===== src/rtl/fifo_arb_pkg.sv =====
`default_nettype none
// ============================================================================
// Module   : fifo_arb_pkg
// Purpose  : Shared types and constants for the dual-FIFO burst arbiter.
// Revision : 1.0 - initial release
// ============================================================================
package fifo_arb_pkg;

    typedef enum logic [1:0] {
        ARB_IDLE = 2'd0,
        ARB_GNT0 = 2'd1,
        ARB_GNT1 = 2'd2
    } arb_state_t;

    localparam int NUM_SRC = 2;

    // One-hot grant vector seen by the outside world for a given state.
    function automatic logic [NUM_SRC-1:0] grant_of(input arb_state_t s);
        case (s)
            ARB_GNT0: grant_of = 2'b01;
            ARB_GNT1: grant_of = 2'b10;
            default:  grant_of = 2'b00;
        endcase
    endfunction

endpackage
`default_nettype wire


===== src/rtl/fifo_arb_out_reg.sv =====
`default_nettype none
// ============================================================================
// Module   : fifo_arb_out_reg
// Purpose  : Single-entry valid/ready output register with full throughput.
// Revision : 1.0 - initial release
// ============================================================================
module fifo_arb_out_reg
    import fifo_arb_pkg::*;
#(
    parameter int DATA_W = 16
) (
    input  logic              clk,
    input  logic              rst,
    input  logic              i_load,
    input  logic [DATA_W-1:0] i_load_data,
    input  logic              i_load_src,
    input  logic              i_out_rdy,
    output logic              o_load_en,
    output logic [DATA_W-1:0] o_out_data,
    output logic              o_out_src,
    output logic              o_out_vld
);

    logic [DATA_W-1:0] r_data;
    logic              r_src;
    logic              r_vld;

    // The slot can take a new beat when empty or being drained this cycle.
    assign o_load_en = !r_vld || i_out_rdy;

    always_ff @(posedge clk) begin
        if (rst) begin
            r_data <= '0;
            r_src  <= 1'b0;
            r_vld  <= 1'b0;
        end else if (o_load_en) begin
            if (i_load) begin
                r_data <= i_load_data;
                r_src  <= i_load_src;
                r_vld  <= 1'b1;
            end else begin
                r_vld  <= 1'b0;
            end
        end
    end

    assign o_out_data = r_data;
    assign o_out_src  = r_src;
    assign o_out_vld  = r_vld;

endmodule
`default_nettype wire


===== src/rtl/fifo_pair_arbiter.sv =====
`default_nettype none
// ============================================================================
// Module   : fifo_pair_arbiter
// Purpose  : Round-robin burst arbiter merging two 16-bit FIFO streams.
// Revision : 1.0 - initial release
// ============================================================================
module fifo_pair_arbiter
    import fifo_arb_pkg::*;
#(
    parameter int DATA_W    = 16,
    parameter int BURST_LEN = 2
) (
    input  logic               clk,
    input  logic               rst,
    input  logic [DATA_W-1:0]  in0_data,
    input  logic               in0_vld,
    output logic               in0_rdy,
    input  logic [DATA_W-1:0]  in1_data,
    input  logic               in1_vld,
    output logic               in1_rdy,
    output logic [DATA_W-1:0]  out_data,
    output logic               out_vld,
    output logic               out_src,
    input  logic               out_rdy,
    output logic [NUM_SRC-1:0] grant
);

    localparam int                 c_cnt_w     = $clog2(BURST_LEN + 1);
    localparam logic [c_cnt_w-1:0] c_last_beat = c_cnt_w'(BURST_LEN - 1);

    arb_state_t         r_state;
    logic               r_prio;
    logic [c_cnt_w-1:0] r_beat_cnt;

    logic               w_load_en;
    logic               w_acc0;
    logic               w_acc1;
    logic               w_acc;
    logic               w_gsel;
    logic               w_vld_g;
    logic               w_vld_o;
    logic               w_release;
    arb_state_t         w_own_gnt;
    arb_state_t         w_other_gnt;

    // rst gates rdy so no FIFO is popped into a beat that reset discards.
    assign in0_rdy = !rst && w_load_en && (r_state == ARB_GNT0);
    assign in1_rdy = !rst && w_load_en && (r_state == ARB_GNT1);

    assign w_acc0 = in0_vld && in0_rdy;
    assign w_acc1 = in1_vld && in1_rdy;
    assign w_acc  = w_acc0 || w_acc1;

    assign w_gsel      = (r_state == ARB_GNT1);
    assign w_vld_g     = w_gsel ? in1_vld : in0_vld;
    assign w_vld_o     = w_gsel ? in0_vld : in1_vld;
    assign w_own_gnt   = w_gsel ? ARB_GNT1 : ARB_GNT0;
    assign w_other_gnt = w_gsel ? ARB_GNT0 : ARB_GNT1;

    // A grant ends on its last beat or as soon as its source goes empty,
    // even while stalled, so a dry FIFO never blocks the other one.
    assign w_release = ((r_state == ARB_GNT0) || (r_state == ARB_GNT1)) &&
                       ((w_acc && (r_beat_cnt == c_last_beat)) || !w_vld_g);

    always_ff @(posedge clk) begin
        if (rst) begin
            r_state    <= ARB_IDLE;
            r_prio     <= 1'b0;
            r_beat_cnt <= '0;
        end else begin
            case (r_state)
                ARB_IDLE: begin
                    if (in0_vld && in1_vld)
                        r_state <= r_prio ? ARB_GNT1 : ARB_GNT0;
                    else if (in0_vld)
                        r_state <= ARB_GNT0;
                    else if (in1_vld)
                        r_state <= ARB_GNT1;
                end
                ARB_GNT0, ARB_GNT1: begin
                    if (w_release) begin
                        r_prio     <= ~w_gsel;
                        r_beat_cnt <= '0;
                        if (w_vld_o)
                            r_state <= w_other_gnt;
                        else if (w_vld_g)
                            r_state <= w_own_gnt;
                        else
                            r_state <= ARB_IDLE;
                    end else if (w_acc) begin
                        r_beat_cnt <= r_beat_cnt + c_cnt_w'(1);
                    end
                end
                default: r_state <= ARB_IDLE;
            endcase
        end
    end

    assign grant = grant_of(r_state);

    fifo_arb_out_reg #(
        .DATA_W (DATA_W)
    ) u_out_reg (
        .clk         (clk),
        .rst         (rst),
        .i_load      (w_acc),
        .i_load_data (w_acc1 ? in1_data : in0_data),
        .i_load_src  (w_acc1),
        .i_out_rdy   (out_rdy),
        .o_load_en   (w_load_en),
        .o_out_data  (out_data),
        .o_out_src   (out_src),
        .o_out_vld   (out_vld)
    );

endmodule
`default_nettype wire


===== config.mk =====
export PLATFORM = sky130hd
export DESIGN_NAME = fifo_pair_arbiter
export DESIGN_NICKNAME = d
export VERILOG_FILES = /design/src/rtl/fifo_arb_pkg.sv /design/src/rtl/fifo_arb_out_reg.sv /design/src/rtl/fifo_pair_arbiter.sv
export SDC_FILE = /design/constraint.sdc
export NUM_CORES = 1
export LEC_CHECK = 0
export CAP_MARGIN = 10
export CELL_PAD_IN_SITES_DETAIL_PLACEMENT = 1
export CELL_PAD_IN_SITES_GLOBAL_PLACEMENT = 1
export CORE_MARGIN = 3
export CORE_UTILIZATION = 33
export CTS_BUF_LIST = sky130_fd_sc_hd__clkbuf_8
export DETAILED_ROUTE_END_ITERATION = 8
export GPL_TIMING_DRIVEN = 0
export PLACE_DENSITY_LB_ADDON = 0.1
export RECOVER_POWER = 25
export SYNTH_ARGS = -nofsm -noshare
export SYNTH_HDL_FRONTEND = slang
export SYNTH_SLANG_ARGS = --single-unit
export TNS_END_PERCENT = 10

===== constraint.sdc =====
create_clock -name clk -period 3.1 [get_ports clk]
set_clock_uncertainty 0.05 [all_clocks]
set_input_delay 0.465 -clock clk [delete_from_list [all_inputs] [get_ports clk]]
set_output_delay 0.465 -clock clk [all_outputs]
set_load 0.05 [all_outputs]

## After elaboration in Yosys (flattened, before gate mapping)

Index checks and enable logic that the tools add are counted.

| word-level totals | value |
|---|---|
| register bits after elaboration | 23 |
| input bits | 37 |
| output and inout port bits | 22 |

| operators by class | value |
|---|---|
| add/subtract/negate cells | 1 |
| reductions and logical operators | 22 |
| muxes and demuxes | 17 |
| equal/unequal tests | 5 |
| bitwise gates (word level) | 1 |

Operators by type and width:

| operator | number |
|---|---|
| 2-to-1 mux 2 bit | 11 |
| 2-to-1 mux 16 bit | 1 |
| logical AND 1 bit | 8 |
| one-hot mux 2 bit (2 select lines) | 2 |
| AND reduction 2 bit | 4 |
| equality test 2 x 1 -> 1 bit, second input constant | 2 |
| logical OR 1 bit | 4 |
| != test 4 bit, second input constant | 1 |
| zero test 1 bit | 3 |
| 2-to-1 mux 1 bit | 3 |
| adder 2 x 1 -> 2 bit, second input constant | 1 |
| equality test 2 bit, second input constant | 1 |
| zero test 2 bit | 1 |
| != test 2 bit, second input constant | 1 |
| nonzero test 2 bit | 1 |
| OR reduction 2 bit | 1 |
| inverter 1 bit | 1 |

## Longest topological paths before layout

Gate-level depths: netlist of the first run.

| depth | value |
|---|---|
| depth in word-level cells | 11 |
| mapped depth | 8 |
| depth with buffers taken out | 6 |

## By module

From an unflattened synthesis of the first run, not the netlist that was laid out.

| unflattened totals | value |
|---|---|
| cells, all modules | 156 |
| area total of the unflattened synthesis | 1483.9 um^2 |

Modules (own cells, without submodules):

| module | cells each | area each (um^2) | times used | seq. area each (um^2) |
|---|---|---|---|---|
| fifo_arb_out_reg | 82 | 834.6 | 1 | 360.3 |
| fifo_pair_arbiter | 74 | 649.4 | 1 | 100.1 |

## Worst setup path after synthesis of the first run

Ideal clock, no wire load.

| path | value |
|---|---|
| kind | input-to-output |
| start point | in rst |
| end point | out in0_rdy |
| path slack | 0.524 ns |
| cell stages on the path | 3 |
| arrival | 2.061 ns |
| cells stage by stage | buf_2 clkbuf_1 nor3b_1 |

| on the way | value |
|---|---|
| cells in the longest elaborated chain, start to end | 3 |

RTL lines:

| item | line | source |
|---|---|---|
| from (decl) | fifo_pair_arbiter.sv:14 | `input logic rst,` |
| zero test 1 bit | fifo_pair_arbiter.sv:47 | `assign in0_rdy = !rst && w_load_en && (r_state == ARB_GNT0);` |
| logical AND 1 bit (2 in a row) | fifo_pair_arbiter.sv:47 |  |
| to (decl) | fifo_pair_arbiter.sv:17 | `output logic in0_rdy,` |

No other way between the ends.

## Worst setup path after layout of the first run

Ends and elaborated chain as after synthesis.

==> metrics.json, run 1 <==
{
  "outcome": {
    "outcome": "finished clean"
  },
  "cts": {
    "cts.repair_timing.setup_buffer_count": 0,
    "cts_sinks": 23,
    "cts.hold.buffers_added": 0,
    "clock_latency_ns": 0.26,
    "clkSlewWorstSetupHoldPaths_ns": 0.09,
    "cts-buffers-inserted": 3,
    "tritoncts": "done",
    "ctsHtreeMaxLevel": 1,
    "cts_repair_resize_count": 0,
    "clock_tree.root_cell": "clkbuf_8",
    "ctsLongestPathBuffers": 2
  },
  "hold_path": {
    "worst_hold_path_type": "flip-flop to flip-flop"
  },
  "yosys": {
    "yosys_top_cell_by_area": "dfxtp_1",
    "ys_dominant_reg_cell": "dfxtp_1",
    "post-synth-top-area-fraction_pct": 34.75,
    "sequential_share_of_the_synthesized_area_pct": 34.75,
    "synth_top_cells_by_area": "dfxtp_1 35%, a311oi_2 18%, nand2_1 10%",
    "ys.warnings.count": 0,
    "synth_enable_flop_cells": 0,
    "share_of_flip_flops_with_an_asynchronous_set_or_reset_after_synthesis_pct": 0,
    "synth_fp_nets": 192,
    "netlist-cell-type-count": 33,
    "avgSynthCellArea_um2": 8.953,
    "postSynthCellCount": 148,
    "postSynthRegisterBits": 23,
    "synth.cell_area_mm2": 0.001325
  },
  "setup_path": {
    "critical-path-slowest-cell": "clkdlybuf4s50_1",
    "critical_path.cell_chain": "clkdlybuf4s50_1 -> buf_2 -> nor3b_1 -> clkdlybuf4s50_1",
    "slowest_delay_ns": 0.85,
    "critical_path.max_fanout": 19,
    "arrival_ns": 2.37,
    "cp-end-kind": "output pin",
    "worstSetupStartpointType": "primary input",
    "critical_path.n_buffers_inverters": 3,
    "timing.critical_path.max_delay_family": "buffers and inverters",
    "critPathMostFrequentCell": "clkdlybuf4s50_1",
    "timing_worst_setup_path_type": "primary input to output pin",
    "worst-endpoint-required_ns": 2.58
  },
  "finish": {
    "antenna-diode-count": 0,
    "syn2layout_area_growth_pct": 51.46,
    "final_common_cell": "clkdlybuf4s50_1",
    "finish.instance_area_mm2": 0.002007,
    "filler_cell_count": 439,
    "most-common-layout-cells": "48 x clkdlybuf4s50_1, 36 x nand2_1, 23 x dfxtp_1",
    "finalNetCount": 254,
    "layout-drive-gt1-share_pct": 14.83
  },
  "routing": {
    "route.detailed.drc": 0,
    "dr_total_vias": 1331,
    "drt_first_pass_iters": 3,
    "postRouteAntennaNets": 0,
    "drt-initial-drc-count": 44,
    "vias_per_cell": 5.179,
    "route.detailed.wl_per_inst_um": 16.11,
    "routed_wirelength_um": 4140
  },
  "timing": {
    "unrepaired_setup_endpoints_after_global_routing": "false",
    "holdWs_ns": 0.4462,
    "worstMarginPinSlew_ns": 0.6493,
    "setup_viol": 0,
    "maximum_clock_frequency_mhz": 346.5,
    "finalHoldViolations": 0,
    "period_share_pct": 93.09,
    "worst_slew_margin_rel_pct": 56.72,
    "setup_slack_ns": 0.2144,
    "timing.final.max_slew_violations": 0,
    "final_period_minus_worst_setup_slack_ns": 2.886
  },
  "floorplanning": {
    "top_level_ports": 59,
    "start_util_pct": 35.14,
    "fp.dieW_um": 69.37,
    "core_mm2": 0.003771,
    "die_h_um": 69.37,
    "floorplan.die_area_mm2": 0.004812,
    "fp-row-count": 22
  },
  "power_and_ir_drop": {
    "switching_share_of_power_pct": 45.59,
    "internal_power_mw": 0.7410,
    "pwr-share-seq_pct": 29.4,
    "comb_power_share_pct": 56.5,
    "total_leakage_power_nw": 0.7317,
    "vdd_ir_drop_max_uv": 440.3,
    "total_switching_power_mw": 0.6208,
    "total_power_mw": 1.362,
    "share_clk_of_total_power_pct": 14.1,
    "p_per_area_mw_per_mm2": 678.6
  },
  "place": {
    "portBuffers": 58,
    "placedInstanceArea_mm2": 0.001966,
    "finalWeightedCongestion": 0.7738,
    "dp_worst_setup_slack_ns": -0.1127,
    "detailed_placement_wirelength_estimate_um": 3202
  },
  "global_routing": {
    "globalRouteOverflowTotal": 0,
    "grt_antenna_before_repair": 0,
    "number_of_global_route_vias_before_repair": 1430,
    "grt_start_max_net_pins": 20,
    "grt_util_all_layers_pct": 17.41,
    "first_pass_grt_wire_length_um": 7017
  },
  "job": {
    "drv.max_cap_violation_count": 0
  }
}
-- sequential cells by signal, indices dropped and copies added (netlist names) --
| name | count |
|---|---|
| r_beat_cnt | 2 |
| u_out_reg.o_out_src | 1 |
| r_prio | 1 |
| r_state | 2 |
| u_out_reg.o_out_vld | 1 |
| u_out_reg.o_out_data | 16 |
-- cell families (layout without fill, tap and decap cells) --
family,after synthesis,after routing,synth area share [%]
AND/OR/NAND/NOR,68,68,23.23
adder cells (fa/ha/maj),7,7,6.610
flip-flops,23,23,34.75
multiplexers,1,1,0.8498
buffers and inverters,15,76,6.232
AO/OA/AOI/OAI,34,34,28.33
-- cell usage after synthesis (2+ instances only) --
master / number
nand2b_1: 4
o21ai_0: 2
ha_1: 7
a311oi_2: 16
nand2_1: 36
or3_1: 2
nor2_1: 18
clkbuf_1: 4
buf_6: 3
a22oi_1: 3
inv_1: 3
inv_2: 2
a21oi_1: 3
dfxtp_1: 23
o22ai_1: 2
buf_2: 3
-- area by class of cell --
class / count / area (um^2) / area share, %
Buffer: 9 / 60.06 / 2.993
Clock buffer: 3 / 41.29 / 2.057
Clock inverter: 1 / 3.754 / 0.1870
Inverter: 5 / 18.77 / 0.9352
Multi-Input combinational cell: 110 / 782.0 / 38.97
Sequential cell: 23 / 460.4 / 22.94
Tap cell: 48 / 60.06 / 2.993
Timing Repair Buffer: 58 / 580.6 / 28.93
-- metrics by stage --
step           utilization [%]  cells   TNS, ns
2_1_floorplan                -    148         0
6_report                 53.22    257         0
5_1_grt                  53.22    257         0
3_3_place_gp             52.12    254  -0.07057
4_1_cts                  53.22    257         0
3_5_place_dp             52.12    254   -0.1900
-- layer usage --
layer	up-vias	global-route usage (%)	wire length (um)
li1	648	-	-
met1	647	22.66	1932
met2	34	29.66	2009
met3	2	3.333	181
met4	0	3.905	17
met5	-	0	0
-- worst paths after layout --
path / start / end / slack (ns) / cells after the start
hold reg to reg: u_out_reg.o_out_src$_SDFFE_PP0P_ / u_out_reg.o_out_src$_SDFFE_PP0P_ / 0.45 / 2
setup reg to reg: r_state[0]$_SDFFE_PP0P_ / u_out_reg.o_out_data[12]$_SDFFE_PP0P_ / 1.00 / 8
setup / recovery: rst / in0_rdy / 0.21 / 4
hold / removal: u_out_reg.o_out_src$_SDFFE_PP0P_ / u_out_reg.o_out_src$_SDFFE_PP0P_ / 0.45 / 2
-- power groups by stage --
stage          clock (mW)  sequential, mW  combinational [mW]
5_1_grt             0.210           0.408               0.830
6_report            0.192           0.401               0.770
2_1_floorplan           0           0.545               0.395
3_3_place_gp            0           0.404               0.759
4_1_cts             0.197           0.402               0.780
3_5_place_dp            0           0.408               0.776
-- worst reg2reg max path: stages, from the launching register on --
cell	delay, ns
dfxtp_1	0.35
inv_1	0.14
ha_1	0.28
inv_2	0.07
or4_4	0.53
buf_6	0.15
buf_2	0.19
nor2_1	0.15
a311oi_2	0.06
Note: power is estimated with default switching activity, not from simulation.
==> run 2, diff against run 1 <==
Settings changed: ABC_CLOCK_PERIOD_IN_PS from default to 3100.
==> results of run 2 <==
The final DEF is identical to that of run 1; final timing and power are the same.
==> run 3, diff against run 2 <==
Settings changed: SLEW_MARGIN from default to 10.
==> results of run 3 <==
The final DEF is identical to that of run 1; final timing and power are the same.
